**src/rtl/uart_pkg.sv**
```systemverilog
// uart_pkg: constants, types and helpers shared by the UART baud path.
//   UART_DIV_WIDTH  : default width of the divisor and the prescale counter
//   UART_OVERSAMPLE : default number of oversample ticks per bit
//   divisor_t       : divisor value type at the default width
//   calc_divisor()  : clk_hz / (baud * oversample), rounded to nearest
package uart_pkg;

  localparam int UART_DIV_WIDTH  = 16;
  localparam int UART_OVERSAMPLE = 16;

  typedef logic [UART_DIV_WIDTH-1:0] divisor_t;

  // Exact halves round up. A zero denominator gives 0, which the generator
  // treats as "tick every cycle".
  function automatic divisor_t calc_divisor(input longint unsigned clk_hz,
                                            input longint unsigned baud,
                                            input longint unsigned oversample);
    longint unsigned den;
    den = baud * oversample;
    if (den == 0) return '0;
    return divisor_t'((clk_hz + den / 2) / den);
  endfunction

endpackage

```
**src/rtl/uart_prescaler.sv**
```systemverilog
// uart_prescaler: divides I_clk by the effective divisor max(div_q,1) and
// flags the last cycle of each prescale period.
//   I_clk      : system clock
//   I_reset_n  : asynchronous active-low reset
//   I_enable   : run enable; while low the counter is held at 0
//   I_divisor  : requested divisor, latched only at period boundaries
//   I_resync   : restart the prescale period at phase 0
//   O_wrap     : combinational, high in the last cycle of a period;
//                suppressed while disabled or resyncing
module uart_prescaler #(
  parameter int DIV_WIDTH = 16
) (
  input  logic                 I_clk,
  input  logic                 I_reset_n,
  input  logic                 I_enable,
  input  logic [DIV_WIDTH-1:0] I_divisor,
  input  logic                 I_resync,
  output logic                 O_wrap
);

  logic [DIV_WIDTH-1:0] div_q;
  logic [DIV_WIDTH-1:0] div_cnt;
  logic [DIV_WIDTH-1:0] div_sel;
  logic [DIV_WIDTH-1:0] div_last;
  logic                 run_q;

  // On the first enabled cycle (after reset or after a disable) the held
  // divisor may be stale (reset leaves it at 0), so the live input is used
  // for that one cycle and latched at the same time. A start with enable
  // already high out of reset therefore times exactly like a fresh enable.
  always_comb begin
    div_sel  = run_q ? div_q : I_divisor;
    div_last = (div_sel == '0) ? '0 : div_sel - DIV_WIDTH'(1);
    O_wrap   = I_enable && !I_resync && (div_cnt == div_last);
  end

  always_ff @(posedge I_clk or negedge I_reset_n) begin
    if (!I_reset_n) begin
      div_q   <= '0;
      div_cnt <= '0;
      run_q   <= 1'b0;
    end else begin
      run_q <= I_enable;
      if (!I_enable || I_resync || !run_q || O_wrap) begin
        div_q <= I_divisor;
      end
      if (!I_enable || I_resync || O_wrap) begin
        div_cnt <= '0;
      end else begin
        div_cnt <= div_cnt + DIV_WIDTH'(1);
      end
    end
  end

endmodule

```
**src/rtl/uart_baud_gen.sv**
```systemverilog
// uart_baud_gen: baud / oversample clock-enable generator for the UART path.
// Emits single-cycle ticks in the I_clk domain; no derived clock is created.
//   I_clk      : system clock, all state on the rising edge
//   I_reset_n  : asynchronous active-low reset (deassertion synchronised
//                externally)
//   I_enable   : generator run enable
//   I_divisor  : I_clk cycles per oversample tick (0 and 1 both mean 1)
//   I_resync   : restart bit phase (RX start-bit detect), ignored if disabled
//   O_os_tick  : pulse every Deff cycles
//   O_bit_tick : pulse on the last oversample tick of each bit
//   O_mid_tick : pulse on oversample tick OVERSAMPLE/2-1 (bit centre)
//   O_clk      : bit-rate square wave, high for the first half of each bit
//   O_busy     : registered I_enable
module uart_baud_gen
  import uart_pkg::*;
#(
  parameter int DIV_WIDTH  = UART_DIV_WIDTH,
  parameter int OVERSAMPLE = UART_OVERSAMPLE,
  parameter int OS_WIDTH   = $clog2(OVERSAMPLE)
) (
  input  logic                 I_clk,
  input  logic                 I_reset_n,
  input  logic                 I_enable,
  input  logic [DIV_WIDTH-1:0] I_divisor,
  input  logic                 I_resync,
  output logic                 O_os_tick,
  output logic                 O_bit_tick,
  output logic                 O_mid_tick,
  output logic                 O_clk,
  output logic                 O_busy
);

  localparam logic [OS_WIDTH-1:0] OS_LAST = OS_WIDTH'(OVERSAMPLE - 1);
  localparam logic [OS_WIDTH-1:0] OS_MID  = OS_WIDTH'(OVERSAMPLE / 2 - 1);
  localparam logic [OS_WIDTH-1:0] OS_HALF = OS_WIDTH'(OVERSAMPLE / 2);

  logic                wrap;
  logic [OS_WIDTH-1:0] os_cnt;
  logic [OS_WIDTH-1:0] os_cnt_next;

  uart_prescaler #(
    .DIV_WIDTH (DIV_WIDTH)
  ) u_prescaler (
    .I_clk     (I_clk),
    .I_reset_n (I_reset_n),
    .I_enable  (I_enable),
    .I_divisor (I_divisor),
    .I_resync  (I_resync),
    .O_wrap    (wrap)
  );

  // wrap is already gated by enable and resync, so the tick outputs need no
  // further qualification; resync and disable only have to clear the phase.
  always_comb begin
    os_cnt_next = os_cnt;
    if (!I_enable || I_resync) begin
      os_cnt_next = '0;
    end else if (wrap) begin
      os_cnt_next = (os_cnt == OS_LAST) ? '0 : os_cnt + OS_WIDTH'(1);
    end
  end

  always_ff @(posedge I_clk or negedge I_reset_n) begin
    if (!I_reset_n) begin
      os_cnt     <= '0;
      O_os_tick  <= 1'b0;
      O_bit_tick <= 1'b0;
      O_mid_tick <= 1'b0;
      O_clk      <= 1'b0;
      O_busy     <= 1'b0;
    end else begin
      os_cnt     <= os_cnt_next;
      O_os_tick  <= wrap;
      O_bit_tick <= wrap && (os_cnt == OS_LAST);
      O_mid_tick <= wrap && (os_cnt == OS_MID);
      O_clk      <= I_enable && (os_cnt_next < OS_HALF);
      O_busy     <= I_enable;
    end
  end

endmodule

```
**config.mk**
```make
export PLATFORM = sky130hd
export DESIGN_NAME = uart_baud_gen
export DESIGN_NICKNAME = d
export VERILOG_FILES = /design/src/rtl/uart_pkg.sv /design/src/rtl/uart_prescaler.sv /design/src/rtl/uart_baud_gen.sv
export SDC_FILE = /design/constraint.sdc
export NUM_CORES = 1
export LEC_CHECK = 0
export ABC_AREA = 0
export BUFFER_PORTS_ARGS = -buffer_cell sky130_fd_sc_hd__buf_4
export CAP_MARGIN = 20
export CORE_MARGIN = 4
export CORE_UTILIZATION = 50
export CTS_CLUSTER_DIAMETER = 60
export CTS_CLUSTER_SIZE = 16
export DETAILED_ROUTE_END_ITERATION = 8
export PLACE_DENSITY = 0.68
export SLEW_MARGIN = 10
export SYNTH_ARGS = -nofsm -noshare
export SYNTH_HDL_FRONTEND = slang
export SYNTH_HIERARCHICAL = 1
export SYNTH_SLANG_ARGS = --single-unit
```
**constraint.sdc**
```tcl
create_clock -name I_clk -period 7.7 [get_ports I_clk]
set_input_delay 1.54 -clock I_clk [delete_from_list [all_inputs] [get_ports I_clk]]
set_output_delay 1.54 -clock I_clk [all_outputs]
set_load 0.05 [all_outputs]
```
==> results.md <==
- Status: completed
- FF-to-FF Start: u_prescaler/run_q
- Static Leakage: roughly 0.0015 µW
- Reg2Reg Depth: 12
- First-pass GRT wire length: 15.3 mm
- Min-Delay Startpoint: os_cnt[3]
- Total gr overflow: 0
- Placer congestion estimate: 0.910
- NetSw: ~170 µW
- Initial DRC Count: approximately 260
- Initial DRT Pass Iterations: 5
- Hold path depth: 1
- Pwr dens: 137 mW/mm²
- Reg clk slew, reported paths: around 0.09 ns
- Post-synthesis instance area: approximately 0.0034 mm²
- P&R area growth vs syn: 7.96%
- Flops & latches, synth: 42
- Syn_area_per_cell: approximately 8.6 µm²
- Initial antenna violation count: 0
- Critical path peak fanout: 34
- Vias: 3211
- Commonest non-fill, non-tap cell in the layout: dfrtp_1
- Sequential share of the synthesized area: between 30 and 40%
- Fillcell total: just under 600
- Fin crit share: about four fifths
- Clock buffer depth: 2
- Chip Width: 90.8 µm
- Power Internal: 341 µW
- TritonCTS clock tree: built
- Critical Path Source Type: input port
- Register share of total power: a little under half
- Endpoints failing hold: 0
- DP HPWL: 6.04 mm
- Worst VDD drop: 83.4 µV
- Crit. End Element: flip-flop
- H-tree levels: 2
- Port Buffers: 24
- Sw Share: 32.8%
- Capture point of the worst reg-to-reg path: O_clk
- Initial Utilization: around 53%
- ANT cells: 0
- Buf+Inv Stages, Crit Path: 1
- Inst Count DP: 475
- Ports: 25
- Routed len/inst: 18.2 µm
- CP required: 7.90 ns
- Max Cap Viol: 0
- Critical path cell sequence: buf_4 -> mux2i_1 -> ha_1 -> or4b_1 -> a2bb2o_4 -> or4_4 -> a2111o_1 -> o311a_1 -> or4_4 -> or3_1 -> nor2_1 -> nand2_2 -> or4_1 -> o211a_1
- Most frequent cells in the layout: dfrtp_1, nor2_1, buf_4
- Syn Inst Count: 398
- TritonCTS Buffers: 5
- Most used DFF post-synth: dfrtp_1
- Min-delay worst type: reg -> reg
- Tmin final: 6.02 ns
- Setup total negative slack: 0 ns
- Vias in the first global route: 3161
- Setup Fix Bufs, Post-CTS: 0
- Total GRT Usage: 22.0%
- Core area: 0.00649 mm²
- Comb power frac: 21.1%
- Final setup violation count: 0
- Post-CTS Hold Fix Bufs: 0
- Layout cell share with drive strength beyond 1: between 10 and 15%
- Mapped Nets: 421
- Number of enable-type register cells in the synthesized netlist: 0
- Placement Setup Slack: 1.38 ns
- Row count: 29
- Clock sinks: 42
- Root buffer cell: clkbuf_8
- Hold EP: O_mid_tick
- Rel. slew slack: 41.0%
- Yosys Warn Count: 6
- WL final: 8.80 mm
- Worst-Margin Slew: 0.885 ns
- Post-Route Skew: 0.00529 ns
- Vias per cell: 6.65
- F_max: about 170 MHz
- Crit path kind: in -> reg
- CP Data Arrival Time: approximately 6.2 ns
- RSZ-0062 raised after global routing: no
- Non-Filler Instances: about 480
- Die height: around 90 µm
- CTS resizes: 0
- Top delay family on crit path: simple AND/OR/NAND/NOR gates
- Unique masters post-synth: 63
- Multi-input gate area: 0.00222 mm²
- R2R setup slack: 2.32 ns
- Pins Over Slew Limit: 0
- FF/Latch Area: 0.00105 mm²
- Most used cell, CP: or4_4
- Clock share of power: 31.6%
- Crit-path max cell delay: around 0.70 ns
- Critical-path top delay cell: or4_4
- Largest net degree at the start of global routing: 65
- Post-route ant nets: 0
- Setup ws final: approximately 1.7 ns
- Residual DRC: 0
- Final #Nets: 428
- Clk Latency, worst-skew pair: 0.31 ns
- Die Area: 0.00825 mm²
- Post-synth ARST share: 100%
metrics by stage:
stage          hold slack (ns)  power [µW]  area, µm²  utilization [%]
3_3_place_gp             0.510         348       3610             55.5
2_1_floorplan            0.464         315       3430                -
4_1_cts                  0.542         512       3700             57.0
5_1_grt                  0.567         535       3700             57.0
6_report                 0.558         507       3700             57.0
3_5_place_dp             0.510         351       3610             55.5
kinds of logic after synthesis:
kind of cell	after synthesis	synth area share (%)
buffers and inverters	34	4.93
multiplexers	15	4.45
XOR/XNOR	24	6.53
AND/OR/NAND/NOR	176	31.3
flip-flops	42	30.7
adder cells (fa/ha/maj)	3	1.10
AO/OA/AOI/OAI	104	21.0
power groups by stage:
stage	clock network [µW]	registers (µW)	logic [µW]
finish	160	240	107
global route	173	242	120
CTS	166	240	107
detailed placement	0	244	106
global placement	0	244	104
floorplan	0	242	72.8
layer usage:
layer	vias up	global-route usage, %	share of wire [%]
met1	1557	29.9	45
met2	99	36.9	49
li1	1543	-	-
met4	0	5.53	1.2
met3	12	3.08	4.7
met5	-	0	0
registers in the layout, indices dropped and copies added (netlist names):
signal / count
u_prescaler/div_cnt: 16
u_prescaler/div_q: 16
os_cnt: 4
O_bit_tick: 1
O_busy: 1
O_clk: 1
O_mid_tick: 1
O_os_tick: 1
u_prescaler/run_q: 1
worst reg2reg max path: cells and delay by family (launching register included):
family	cells	cell delay [ns]
buffers and inverters	1	0.51
AO/OA/AOI/OAI	4	1.32
AND/OR/NAND/NOR	7	2.96
flip-flops	1	0.50
layout make-up:
| cell class | instances | area share, % |
|---|---|---|
| Clock inverter | 3 | 0.710 |
| Clock buffer | 5 | 1.86 |
| Tap cell | 77 | 2.60 |
| Multi-Input combinational cell | 322 | 60.0 |
| Timing Repair Buffer | 29 | 5.88 |
| Inverter | 5 | 0.507 |
| Sequential cell | 42 | 28.4 |
worst max path at each step:
stage	slack, ns	end	cells past startpoint	start
after floorplan	1.83	O_clk	15	I_divisor[0]
after global placement	1.52	O_clk	14	I_divisor[0]
after detailed placement	1.38	O_clk	14	I_divisor[0]
after CTS	1.70	O_clk	14	I_divisor[0]
after global routing	1.51	O_clk	14	I_divisor[0]
final	1.68	O_clk	14	I_divisor[0]
cells in the mapped netlist (3+ instances only):
cell type / count / area (µm²)
dfrtp_1: 42 / 1050
nand2_1: 12 / 45.0
a211oi_1: 3 / 22.5
or3b_1: 3 / 26.3
a21o_1: 3 / 22.5
ha_1: 3 / 37.5
a21boi_0: 11 / 82.6
nor4_1: 7 / 43.8
nand4_1: 4 / 25.0
nor2b_1: 7 / 43.8
clkbuf_1: 17 / 63.8
mux2i_1: 13 / 130
nor4b_1: 6 / 52.6
nor3_1: 7 / 35.0
a21oi_1: 21 / 105
xor2_1: 13 / 114
and3_1: 22 / 138
or3_1: 9 / 56.3
o211ai_1: 3 / 22.5
a221oi_1: 6 / 52.6
or4_1: 6 / 45.0
nand3_1: 25 / 125
or4b_1: 16 / 160
buf_2: 6 / 30.0
nor2_1: 35 / 131
o21ai_0: 27 / 135
inv_1: 5 / 18.8
buf_6: 4 / 45.0
o31ai_1: 4 / 30.0
nor3b_1: 4 / 30.0
xnor2_1: 10 / 87.6
Power figures use the tool's default switching activity.
